$ cat src/rtl/ifm_addr_gen_strided_if.sv
// Purpose : address stream from the IFM address generator to the IFM buffer read port.
// Ports   : addr_valid/addr_ready handshake; ifm_addr, read_len, last_in_tile (and pad_zero
//           when IFM_ADDR_GEN_PAD_EN is defined) travel with addr_valid.
// Modports: master = generator side, slave = consumer side.
interface ifm_addr_gen_strided_if #(
  parameter int ADDR_W = 20
);
  logic              addr_valid;
  logic              addr_ready;
  logic [ADDR_W-1:0] ifm_addr;
  logic [4:0]        read_len;
  logic              last_in_tile;
`ifdef IFM_ADDR_GEN_PAD_EN
  logic              pad_zero;

  modport master (output addr_valid, ifm_addr, read_len, last_in_tile, pad_zero, input addr_ready);
  modport slave  (input addr_valid, ifm_addr, read_len, last_in_tile, pad_zero, output addr_ready);
`else
  modport master (output addr_valid, ifm_addr, read_len, last_in_tile, input addr_ready);
  modport slave  (input addr_valid, ifm_addr, read_len, last_in_tile, output addr_ready);
`endif
endinterface

$ cat src/rtl/ifm_addr_gen_strided.sv
// Purpose : walks the OFM in tiles (1 row x up to SYSTOLIC_SIZE columns) and emits one
//           IFM window-start address per (channel, ky, kx) for each tile.
// Ports   : start + cfg_* begin a layer; addr_if (master) carries the address stream;
//           tile_done / done are one-cycle pulses, busy spans SETUP..TILE_END.
// Latency : first address 2 cycles after start, then one beat per accepted handshake,
//           one bubble cycle per tile. Holds all outputs stable while addr_ready is low.
// Option  : IFM_ADDR_GEN_PAD_EN adds cfg_pad / pad_zero for top/left zero padding.
module ifm_addr_gen_strided #(
  parameter int SYSTOLIC_SIZE = 16,
  parameter int IFM_RAM_SIZE  = 705600,
  parameter int ADDR_W        = $clog2(IFM_RAM_SIZE),
  parameter int DIM_W         = 9,
  parameter int CH_W          = 11
) (
  input  logic             clk,
  input  logic             rst_n,
  input  logic             start,
  input  logic [DIM_W-1:0] cfg_ifm_size,
  input  logic [CH_W-1:0]  cfg_ifm_channel,
  input  logic [3:0]       cfg_kernel_size,
  input  logic [1:0]       cfg_stride,
  input  logic [DIM_W-1:0] cfg_ofm_size,
`ifdef IFM_ADDR_GEN_PAD_EN
  input  logic [1:0]       cfg_pad,
`endif
  ifm_addr_gen_strided_if.master addr_if,
  output logic             tile_done,
  output logic             busy,
  output logic             done
);
  localparam int DW1 = DIM_W + 1;
  localparam logic [DW1-1:0] SYS_D = DW1'(SYSTOLIC_SIZE);

  typedef enum logic [2:0] {IDLE, SETUP, RUN, TILE_END, DONE} state_t;
  state_t state;

  logic [DIM_W-1:0]  h_r, o_r;
  logic [CH_W-1:0]   c_r;
  logic [3:0]        k_r;
  logic [1:0]        s_r;
  logic [ADDR_W-1:0] hh_r, tile_step_r, row_step_r;
  logic [DIM_W-1:0]  oy, ox_base;
  logic [CH_W-1:0]   ch;
  logic [3:0]        ky, kx;
  // Origins nest: row (oy) -> tile (ox_base) -> channel -> kernel line -> address.
  logic [ADDR_W-1:0] row_org, tile_org, chan_org, line_org, addr_r;
  logic [4:0]        read_len_r;

  logic              kx_last, ky_last, ch_last, col_wrap, last_tile, pad_c;
  logic [DW1-1:0]    nx;
  logic [ADDR_W-1:0] h_a, next_org, org0;

  function automatic logic [4:0] tile_len(input logic [DIM_W-1:0] o, input logic [DIM_W-1:0] oxb);
    logic [DW1-1:0] rem;
    rem = DW1'(o) - DW1'(oxb);
    return (rem >= SYS_D) ? 5'(SYS_D) : 5'(rem);
  endfunction

`ifdef IFM_ADDR_GEN_PAD_EN
  localparam int CW = DIM_W + 2;
  localparam int SW = DIM_W + 4;
  logic [1:0]    p_r;
  logic [CW-1:0] oy_s, ox_s;  // oy*S and ox_base*S, tracked incrementally
  logic [SW-1:0] iy, ix;

  always_comb begin
    iy    = SW'(oy_s) + SW'(ky) - SW'(p_r);
    ix    = SW'(ox_s) + SW'(kx) - SW'(p_r);
    // A negative iy also fails the unsigned >= H test; right edge is left to read_len.
    pad_c = iy[SW-1] | ix[SW-1] | (iy >= SW'(h_r));
  end
  // Shifting every origin by -(P*H + P) makes the linear walk land on iy*H + ix directly.
  assign org0 = ADDR_W'(0) - (ADDR_W'(p_r) * ADDR_W'(h_r) + ADDR_W'(p_r));
  assign addr_if.pad_zero = (state == RUN) & pad_c;
`else
  assign pad_c = 1'b0;
  assign org0  = '0;
`endif

  assign h_a       = ADDR_W'(h_r);
  assign kx_last   = (kx == k_r - 4'd1);
  assign ky_last   = (ky == k_r - 4'd1);
  assign ch_last   = (ch == c_r - CH_W'(1));
  assign nx        = DW1'(ox_base) + SYS_D;
  assign col_wrap  = (nx >= DW1'(o_r));
  assign last_tile = col_wrap && (oy == o_r - DIM_W'(1));
  assign next_org  = col_wrap ? row_org + row_step_r : tile_org + tile_step_r;

  assign addr_if.addr_valid   = (state == RUN);
  assign addr_if.ifm_addr     = pad_c ? '0 : addr_r;
  assign addr_if.read_len     = read_len_r;
  assign addr_if.last_in_tile = (state == RUN) && kx_last && ky_last && ch_last;
  assign tile_done            = (state == TILE_END);
  assign done                 = (state == DONE);
  assign busy                 = (state == SETUP) || (state == RUN) || (state == TILE_END);

  always_ff @(posedge clk or negedge rst_n) begin
    if (!rst_n) begin
      state <= IDLE;
      h_r <= '0; o_r <= '0; c_r <= '0; k_r <= '0; s_r <= '0;
      hh_r <= '0; tile_step_r <= '0; row_step_r <= '0;
      oy <= '0; ox_base <= '0; ch <= '0; ky <= '0; kx <= '0;
      row_org <= '0; tile_org <= '0; chan_org <= '0; line_org <= '0; addr_r <= '0;
      read_len_r <= '0;
`ifdef IFM_ADDR_GEN_PAD_EN
      p_r <= '0; oy_s <= '0; ox_s <= '0;
`endif
    end else begin
      unique case (state)
        IDLE, DONE: begin
          if (start) begin
            h_r   <= cfg_ifm_size;
            o_r   <= cfg_ofm_size;
            c_r   <= cfg_ifm_channel;
            k_r   <= cfg_kernel_size;
            s_r   <= (cfg_stride == 2'd0) ? 2'd1 : cfg_stride;
`ifdef IFM_ADDR_GEN_PAD_EN
            p_r   <= cfg_pad;
`endif
            state <= SETUP;
          end else begin
            state <= IDLE;
          end
        end
        SETUP: begin
          // The only multiplies: per-layer constants, off the per-beat path.
          hh_r        <= h_a * h_a;
          tile_step_r <= ADDR_W'(SYSTOLIC_SIZE) * ADDR_W'(s_r);
          row_step_r  <= h_a * ADDR_W'(s_r);
          oy <= '0; ox_base <= '0; ch <= '0; ky <= '0; kx <= '0;
          row_org <= org0; tile_org <= org0; chan_org <= org0; line_org <= org0; addr_r <= org0;
          read_len_r  <= tile_len(o_r, '0);
`ifdef IFM_ADDR_GEN_PAD_EN
          oy_s <= '0; ox_s <= '0;
`endif
          state <= RUN;
        end
        RUN: begin
          if (addr_if.addr_ready) begin
            if (!kx_last) begin
              kx     <= kx + 4'd1;
              addr_r <= addr_r + ADDR_W'(1);
            end else begin
              kx <= '0;
              if (!ky_last) begin
                ky       <= ky + 4'd1;
                line_org <= line_org + h_a;
                addr_r   <= line_org + h_a;
              end else begin
                ky <= '0;
                if (!ch_last) begin
                  ch       <= ch + CH_W'(1);
                  chan_org <= chan_org + hh_r;
                  line_org <= chan_org + hh_r;
                  addr_r   <= chan_org + hh_r;
                end else begin
                  ch    <= '0;
                  state <= TILE_END;
                end
              end
            end
          end
        end
        TILE_END: begin
          if (last_tile) begin
            state <= DONE;
          end else begin
            state    <= RUN;
            tile_org <= next_org;
            chan_org <= next_org;
            line_org <= next_org;
            addr_r   <= next_org;
            ch <= '0; ky <= '0; kx <= '0;
            if (col_wrap) begin
              ox_base    <= '0;
              oy         <= oy + DIM_W'(1);
              row_org    <= next_org;
              read_len_r <= tile_len(o_r, '0);
`ifdef IFM_ADDR_GEN_PAD_EN
              oy_s <= oy_s + CW'(s_r);
              ox_s <= '0;
`endif
            end else begin
              ox_base    <= nx[DIM_W-1:0];
              read_len_r <= tile_len(o_r, nx[DIM_W-1:0]);
`ifdef IFM_ADDR_GEN_PAD_EN
              ox_s <= ox_s + CW'(tile_step_r);
`endif
            end
          end
        end
        default: state <= IDLE;
      endcase
    end
  end
endmodule

$ cat src/flat_wrapper.sv
// flat-port wrapper written by rule: the top's interface ports become plain ports
module ifm_addr_gen_strided_flat 
#(
  parameter int SYSTOLIC_SIZE = 16,
  parameter int IFM_RAM_SIZE  = 705600,
  parameter int ADDR_W        = $clog2(IFM_RAM_SIZE),
  parameter int DIM_W         = 9,
  parameter int CH_W          = 11
)
  (clk, rst_n, start, cfg_ifm_size, cfg_ifm_channel, cfg_kernel_size, cfg_stride, cfg_ofm_size, tile_done, busy, done, addr_if_addr_valid, addr_if_ifm_addr, addr_if_read_len, addr_if_last_in_tile, addr_if_addr_ready);
  ifm_addr_gen_strided_if #(.ADDR_W(ADDR_W)) addr_if_i ();
  input  logic clk;
  input  logic rst_n;
  input  logic start;
  input  logic [DIM_W-1:0] cfg_ifm_size;
  input  logic [CH_W-1:0] cfg_ifm_channel;
  input  logic [3:0] cfg_kernel_size;
  input  logic [1:0] cfg_stride;
  input  logic [DIM_W-1:0] cfg_ofm_size;
  output logic tile_done;
  output logic busy;
  output logic done;
  output wire logic [$bits(addr_if_i.addr_valid)-1:0] addr_if_addr_valid;
  output wire logic [$bits(addr_if_i.ifm_addr)-1:0] addr_if_ifm_addr;
  output wire logic [$bits(addr_if_i.read_len)-1:0] addr_if_read_len;
  output wire logic [$bits(addr_if_i.last_in_tile)-1:0] addr_if_last_in_tile;
  input wire logic [$bits(addr_if_i.addr_ready)-1:0] addr_if_addr_ready;
  assign addr_if_addr_valid = addr_if_i.addr_valid;
  assign addr_if_ifm_addr = addr_if_i.ifm_addr;
  assign addr_if_read_len = addr_if_i.read_len;
  assign addr_if_last_in_tile = addr_if_i.last_in_tile;
  assign addr_if_i.addr_ready = addr_if_addr_ready;
  ifm_addr_gen_strided #(.SYSTOLIC_SIZE(SYSTOLIC_SIZE), .IFM_RAM_SIZE(IFM_RAM_SIZE), .ADDR_W(ADDR_W), .DIM_W(DIM_W), .CH_W(CH_W)) u_core (.clk(clk), .rst_n(rst_n), .start(start), .cfg_ifm_size(cfg_ifm_size), .cfg_ifm_channel(cfg_ifm_channel), .cfg_kernel_size(cfg_kernel_size), .cfg_stride(cfg_stride), .cfg_ofm_size(cfg_ofm_size), .addr_if(addr_if_i), .tile_done(tile_done), .busy(busy), .done(done));
endmodule
$ cat config.mk
export PLATFORM = sky130hd
export DESIGN_NAME = ifm_addr_gen_strided_flat
export DESIGN_NICKNAME = d
export VERILOG_FILES = /design/src/rtl/ifm_addr_gen_strided_if.sv /design/src/rtl/ifm_addr_gen_strided.sv /design/src/flat_wrapper.sv
export SDC_FILE = /design/constraint.sdc
export NUM_CORES = 1
export LEC_CHECK = 0
export CAP_MARGIN = 10
export CORE_MARGIN = 5
export CORE_UTILIZATION = 62
export CTS_CLUSTER_SIZE = 28
export DETAILED_ROUTE_END_ITERATION = 10
export PLACE_DENSITY_LB_ADDON = 0.15
export SLEW_MARGIN = 10
export SYNTH_ARGS = -nofsm -noshare
export SYNTH_HDL_FRONTEND = slang
export SYNTH_SLANG_ARGS = --single-unit
$ cat constraint.sdc
create_clock -name clk -period 5.56 [get_ports clk]
set_input_delay 0.556 -clock clk [delete_from_list [all_inputs] [get_ports clk]]
set_output_delay 0.556 -clock clk [all_outputs]
set_load 0.005 [all_outputs]
After elaboration in Yosys (flattened, before gate mapping)
Cells that the tools add are included.
- output and inout port bits: 30
- bits of input ports: 39
- bits in registers: 222
- word-level logic and storage cells: 128
- add/subtract/negate cells: 14
- reductions and logical operators: 21
- equality and inequality tests: 17
- multiply operators: 2
- mux-type cells: 51
- order comparisons: 3
- operators with widths (cell ; count):
    $mux 20 ; 13
    $pmux 20 s3 ; 3
    $pmux 20 s2 ; 2
    $mux 11 ; 5
    $add 20x20->20 ; 2
    $mux 9 ; 4
    $pmux 9 s2 ; 2
    $pmux 11 s3 ; 1
    $mux 4 ; 6
    $pmux 4 s3 ; 2
    $add 20x1->20 const B ; 1
    $add 20x6->20 ; 1
    $add 20x9->20 ; 1
    $mux 5 ; 4
    $mul 9x9->18 ; 1
    $mux 3 ; 5
    $pmux 3 s4 ; 1
    $reduce_and 4->1 ; 3
    $add 11x1->11 const B ; 1
    $eq 11x11->1 ; 1
    $mul 9x2->11 ; 1
    $sub 11x1->11 const B ; 1
    $add 9x5->10 const B ; 1
    $ge 10x5->1 const B ; 1
    30 further kinds ; 45

Logic depth before layout (Yosys ltp)
Gate-level depths: netlist (run 1).
- depth in word-level cells: 7
- depth in mapped cells: 19
- gate-level depth less buffers: 18

Least setup slack after synthesis (run 1)
Ideal clock, no wire load.
- path type: flip-flop to flip-flop
- start point: reg u_core.h_r[6]
- end point: reg u_core.hh_r[17]
- stages on the path, launching flop included: 19
- arrival: 4.613 ns
- path buffers: 1
- slack: 0.814 ns
- period minus slack after synthesis: 4.746 ns
- required time: 5.427 ns
- path through: dfrtp_1 > clkbuf_1 > and2_1 > inv_1 > fa_1 > inv_1 > fa_1 > inv_1 > fa_1 > fa_1 > inv_1 > ha_1 > nand2_1 > o21ai_0 > o41a_1 > a311o_1 > a31oi_1 > xnor2_1 > o21ai_0
- longest elaborated chain between the ends: 1
- RTL lines (item ; RTL line ; RTL):
    from (decl) ; ifm_addr_gen_strided.sv:37 ; logic [DIM_W-1:0] h_r, o_r;
    from (signal assigned) ; ifm_addr_gen_strided.sv:112 ; h_r <= cfg_ifm_size;
    $mul 9x9->18 ; ifm_addr_gen_strided.sv:127 ; hh_r <= h_a * h_a;
    to (signal assigned) ; ifm_addr_gen_strided.sv:127 ;
    to (decl) ; ifm_addr_gen_strided.sv:41 ; logic [ADDR_W-1:0] hh_r, tile_step_r, row_step_r;
No other way between the ends.
A chain may end at the register's enable or synchronous reset.

Worst setup path after layout (run 1)
- start point: reg u_core.h_r[2]
- end point: reg u_core.hh_r[15]
Same word-level chain as after synthesis.

==> run metrics, run 1 <==
Achievable Freq=195 MHz; synth unique cells=just under 90; multi-input logic area=around 0.0098 sq mm; Critical Path RT=approximately 6.0 ns; ant diodes=0; internal cell power=between 6 and 7 mW; clock skew=between 0.015 and 0.02 ns; Critical Path Sink Type=flip-flop; sequential area share after synthesis=about 33%; Detail Placement HPWL=30,300 microns; Syn Inst Count=~1,800; Die X=~170 microns; # DRC=0; Clock Tree Buf Depth=3; Post-CTS Setup Bufs=0; Worst-Margin Slew=0.978 ns; die area=approximately 0.029 sq mm; clk sinks=about 210; largest net degree at the start of global routing=126; Design Area, Final=between 0.015 and 0.02 sq mm; I/O Pins=69; ANT nets after route=0; GRT Overall Usage=28.6%; Synth-to-Final Area Change=11.6%; RSZ-0062 raised after global routing=false; Synth async-reset ratio=100%; sw frac=roughly 47%; Max transition margin=between 30% and 40%; H-Tree Depth=1; routed wire length=between 40,000 and 50,000 microns; Max Slew Vio Count=0; CTS Buf Count=25; vias in the first global route=between 10,000 and 15,000; Setup crit start kind=flip-flop; Avg WL per Cell=~19 microns; Fillers=between 1,500 and 2,000; number of synthesized flops with an enable pin=0; Post-DP Area=between 0.015 and 0.02 sq mm; post-synth top area share=between 30% and 40%; FP Rows=just under 60; die height=roughly 170 microns; # nets final=1,996; first-pass GRT wire length=67,200 microns; Arrival @ worst endpoint=between 5 and 6 ns; dominant cells by area after synthesis=dfrtp_1, ha_1, o21ai_0; post-synthesis register bit count=slightly above 200; total leakage power=slightly above 8 nW; initial antenna violation count=0; PwrDens=722 mW/mm^2; Final setup violation count=0; CTS root buf=clkbuf_16; PostCTS Resize Cnt=0; DR iter-0 viols=approximately 1,100; status=finished, final reports clean; VDD IR max=around 0.0010 V; setup TNS=0 ns; worst skew pair latency=~0.55 ns; Synth Flop Type=dfrtp_1; vias per std cell=roughly 6.1; number of hold buffers added after cts=0; synthesized area=0.0157 sq mm; Hold Crit Class=primary input to asynchronous set/reset pin; drt pass-1 iters=5; Clock Power Share=around 14%; GPL Wtd Cong=~0.93; Yosys Warn Count=0; Worst R2R End=u_core.hh_r[15]; clock-pin slew on the worst setup and hold paths=about 0.060 ns; Core Footprint=0.0250 sq mm; Tmin final=5.12 ns; most frequent cell after synthesis=nand2_1; crit share post-route=92.1%; Initial Util=62.7%; Avg Cell Area, Syn=8.86 sq um; synthesized net count=between 1,500 and 2,000; Setup CP Type=flip-flop to flip-flop; max_cap viols=0; Logic pwr share=roughly two thirds; CP max FO=14; grt ovf=0; synth cell count leaders=nand2_1, dfrtp_1, o21ai_0; Sequential cell area=between 0.005 and 0.006 sq mm; area leader, netlist=dfrtp_1; CTS tree=built; sequential power share=about a fifth; RR Startpoint=u_core.h_r[2]; worst reg-to-reg path cell count=17; DR vias=roughly 13,000; reg2reg setup slack=0.44 ns; fraction of final layout cells sized beyond drive strength 1=around 8.5%; Port Buffers=68; total net switching power=roughly 6 mW; final count of hold timing violations=0
-- power groups by stage --
stage	Clock, mW	Sequential [mW]	Combinational (mW)
3_5_place_dp	0	2.56	8.24
2_1_floorplan	0	2.30	6.45
5_1_grt	1.87	2.63	9.38
4_1_cts	1.80	2.54	8.30
6_report	1.78	2.56	8.32
3_3_place_gp	0	2.54	8.05
-- worst max-delay path, stage by stage (launching register included) --
cell	delay (ns)
dfrtp_1	0.61
inv_1	0.19
nor2_1	0.17
fa_1	0.47
fa_1	0.47
ha_1	0.29
inv_1	0.05
fa_1	0.58
inv_1	0.05
ha_1	0.28
a21o_1	0.18
a21oi_1	0.22
o21ai_0	0.18
o41a_1	0.42
a311o_1	0.39
a21oi_1	0.18
xor2_1	0.16
o21ai_0	0.09
-- flip-flops by register name (all words and copies together) (netlist names), 3 cells and up --
signal	count
u_core.o_r	9
u_core.chan_org	20
u_core.addr_if.read_len	5
u_core.h_r	9
u_core.oy	9
u_core.hh_r	17
u_core.c_r	11
u_core.ch	11
u_core.k_r	4
u_core.row_org	20
u_core.addr_if.ifm_addr	20
u_core.tile_org	20
u_core.ky	4
u_core.line_org	20
u_core.state	3
u_core.row_step_r	11
u_core.kx	4
u_core.ox_base	5
-- kinds of logic (layout without fill, tap and decap cells) --
group,count (synthesis),in the layout,synth area share [%]
muxes,75,75,5.87
and+or+nand+nor,578,578,17.8
AOI/OAI and AO/OA,460,460,18.4
other,2,2,0.0478
adders and majority gates,142,142,13.1
buffers and inverters,183,245,4.79
DFF,206,206,32.8
xor gates and xnor gates,126,126,7.20
-- routing by layer --
metal  vias to the layer above  global-route usage, %  part of all wire, %
li1                       6337                      -                    -
met1                      6381                   41.2                   45
met2                       478                   44.3                   44
met3                        99                   4.59                  7.5
met4                         0                   9.80                  3.5
met5                         -                      0                    0
-- metrics by stage --
stage	instances	worst slack, ns	hold WS, ns	util [%]	total power [mW]
2_1_floorplan	1772	0.814	0.260	-	8.75
3_3_place_gp	2118	0.618	0.461	66.5	10.6
3_5_place_dp	2118	0.463	0.469	66.5	10.8
4_1_cts	2164	0.437	0.0773	70.0	12.6
5_1_grt	2164	0.158	0.0705	70.0	13.9
6_report	2164	0.441	0.0380	70.0	12.7
-- worst max-delay path by stage --
stage / from / end / cells after the start
final: u_core.h_r[2] / u_core.hh_r[15] / 17
after global routing: u_core.h_r[2] / u_core.hh_r[17] / 17
after CTS: u_core.h_r[2] / u_core.hh_r[15] / 17
after detailed placement: u_core.h_r[2] / u_core.hh_r[15] / 17
after global placement: u_core.h_r[2] / u_core.hh_r[17] / 17
after floorplan: u_core.h_r[6] / u_core.hh_r[17] / 18
-- final cells by class --
cell class / instances / share of cell area (%)
multi-input cells: 1383 / 56.0
flip-flops and latches: 206 / 29.4
repair buffers: 86 / 4.75
clock buffers: 34 / 4.05
inverters: 113 / 2.43
well taps: 330 / 2.36
clock inverters: 12 / 1.03
-- cell usage in the layout, fill, tap and decap left out, types with 43 or more instances in the layout --
master           instances
nor2_1                  86
and2_1                  43
clkdlybuf4s50_1         67
dfrtp_1                206
ha_1                   105
xnor2_1                 67
xor2_1                  57
nand3_1                 50
nand2_1                235
o21ai_0                189
inv_1                  112
a21oi_1                 73
Power figures use the tool's default switching activity.
==> run 2: changes to the inputs <==
--- a/config.mk
+++ b/config.mk
@@ -10,6 +10,7 @@
 export CORE_UTILIZATION = 62
 export CTS_CLUSTER_SIZE = 28
 export DETAILED_ROUTE_END_ITERATION = 10
+export GPL_TIMING_DRIVEN = 1
 export PLACE_DENSITY_LB_ADDON = 0.15
 export SLEW_MARGIN = 10
 export SYNTH_ARGS = -nofsm -noshare
==> results of run 2 <==
The final DEF is identical to that of run 1; final timing and power are the same.
==> run 3: changes to the inputs <==
--- a/config.mk
+++ b/config.mk
@@ -6,7 +6,6 @@
 export NUM_CORES = 1
 export LEC_CHECK = 0
 export CAP_MARGIN = 10
-export CORE_MARGIN = 5
 export CORE_UTILIZATION = 62
 export CTS_CLUSTER_SIZE = 28
 export DETAILED_ROUTE_END_ITERATION = 10
==> run 3 against run 2 <==
  * Routed wire length shrank 0.33%
  * Sequential share of layout area is essentially flat
  * Combinational power grew 1%
  * Via count grew 0.70%
==> run metrics, run 3 (synthesized netlist as in run 1, its figures left out) <==
die area=approximately 0.026 sq mm; CP max FO=13; I/O Pins=69; CTS root buf=clkbuf_16; GRT Overall Usage=32.4%; # nets final=1,998; CTS tree=built; Tmin final=5.03 ns; routed wire length=between 40,000 and 50,000 microns; number of hold buffers added after cts=0; # DRC=0; CTS Buf Count=24; ant diodes=0; Setup crit start kind=flip-flop; Avg WL per Cell=between 15 and 20 microns; VDD IR max=between 0.001 and 0.0015 V; Hold Crit Class=primary input to asynchronous set/reset pin; worst skew pair latency=about 0.53 ns; Clock Tree Buf Depth=3; Initial Util=about 64%; total power=approximately 13 mW; clk sinks=roughly 210; vias in the first global route=13,200; Critical Path Sink Type=flip-flop; Post-CTS Setup Bufs=0; ANT nets after route=0; max_cap viols=0; Arrival @ worst endpoint=~5.4 ns; Max transition margin=between 30% and 40%; PostCTS Resize Cnt=0; clock skew=0.0140 ns; Setup CP Type=flip-flop to flip-flop; FP Rows=between 50 and 60; initial antenna violation count=0; Achievable Freq=just under 200 MHz; clock-pin slew on the worst setup and hold paths=roughly 0.060 ns; commonest non-fill, non-tap cell in the layout=nand2_1; Core Footprint=about 0.025 sq mm; most frequent cells in the layout=nand2_1, dfrtp_1, o21ai_0; status=finished, final reports clean; DR iter-0 viols=between 1,000 and 1,500; Detail Placement HPWL=approximately 30,000 microns; die height=around 160 microns; first-pass GRT wire length=approximately 68,000 microns; PwrDens=slightly above 700 mW/mm^2; grt ovf=0; GPL Wtd Cong=between 0.9 and 1; Max Slew Vio Count=0; fraction of final layout cells sized beyond drive strength 1=around 8.6%; largest net degree at the start of global routing=124; total leakage power=between 8 and 9 nW; DR vias=about 13,000; crit share post-route=roughly nine tenths; Die X=about 160 microns; H-Tree Depth=1; setup TNS=0 ns; Critical Path RT=a little under 6 ns; worst setup margin=~0.53 ns; Synth-to-Final Area Change=11.6%; Worst-Margin Slew=roughly 1.0 ns; final count of hold timing violations=0; vias per std cell=6.20; drt pass-1 iters=6; pre-CTS setup slack=approximately 0.54 ns; Final setup violation count=0; RSZ-0062 raised after global routing=false; Port Buffers=68
[run 3: final timing paths]
kind | start | end | slack, ns | cells past startpoint
hold / removal | rst_n | u_core.addr_if.read_len[4] | 0.20 | 1
setup reg to reg | u_core.h_r[6] | u_core.hh_r[17] | 0.53 | 17
setup / recovery | u_core.h_r[6] | u_core.hh_r[17] | 0.53 | 17
max in group asynchronous | rst_n | u_core.hh_r[17] | 4.33 | 2
hold reg to reg | u_core.addr_if.read_len[4] | u_core.addr_if.read_len[4] | 0.48 | 2
min in group clk | u_core.addr_if.read_len[4] | u_core.addr_if.read_len[4] | 0.48 | 2
[run 3: layout make-up]
cell class / count / area [sq um]
Multi-Input combinational cell: 1383 / 9810
Fill cell: 1949 / 7080
Sequential cell: 206 / 5150
Timing Repair Buffer: 89 / 855
Clock buffer: 33 / 706
Inverter: 113 / 427
Tap cell: 324 / 405
Clock inverter: 11 / 161
[run 3: where the power goes]
part | total [mW] | switching (mW) | internal [mW]
registers | 2.54 | 0.593 | 1.95
clock network | 1.73 | 0.659 | 1.07
logic | 8.42 | 4.79 | 3.63
total | 12.7 | 6.05 | 6.65
[run 3: metrics by stage]
| stage | utilization, % | std cells | hold slack (ns) | instance area, sq um |
|---|---|---|---|---|
| after floorplan | - | 1772 | 0.260 | 15700 |
| after global placement | 67.7 | 2115 | 0.460 | 16700 |
| after detailed placement | 67.7 | 2115 | 0.468 | 16700 |
| after CTS | 71.2 | 2159 | 0.241 | 17500 |
| after global routing | 71.2 | 2159 | 0.291 | 17500 |
| final | 71.2 | 2159 | 0.203 | 17500 |
[run 3: worst max-delay path: stages, from the launching register on]
cell and delay, ns:
dfrtp_1 0.60, and2_1 0.24, inv_1 0.07, fa_1 0.59, inv_1 0.07, fa_1 0.49
inv_1 0.04, fa_1 0.46, fa_1 0.54, inv_1 0.05, ha_1 0.33, nand2_1 0.07
o21ai_0 0.12, o41a_1 0.42, a311o_1 0.38, a31oi_1 0.19, xnor2_1 0.13, o21ai_0 0.08
[run 3: routing by layer]
metal	global-route usage [%]	vias up	wire length, microns
li1	-	6329	-
met1	46.0	6482	18600
met2	51.8	480	18500
met3	3.54	97	2490
met4	11.4	0	1420
met5	0	-	0
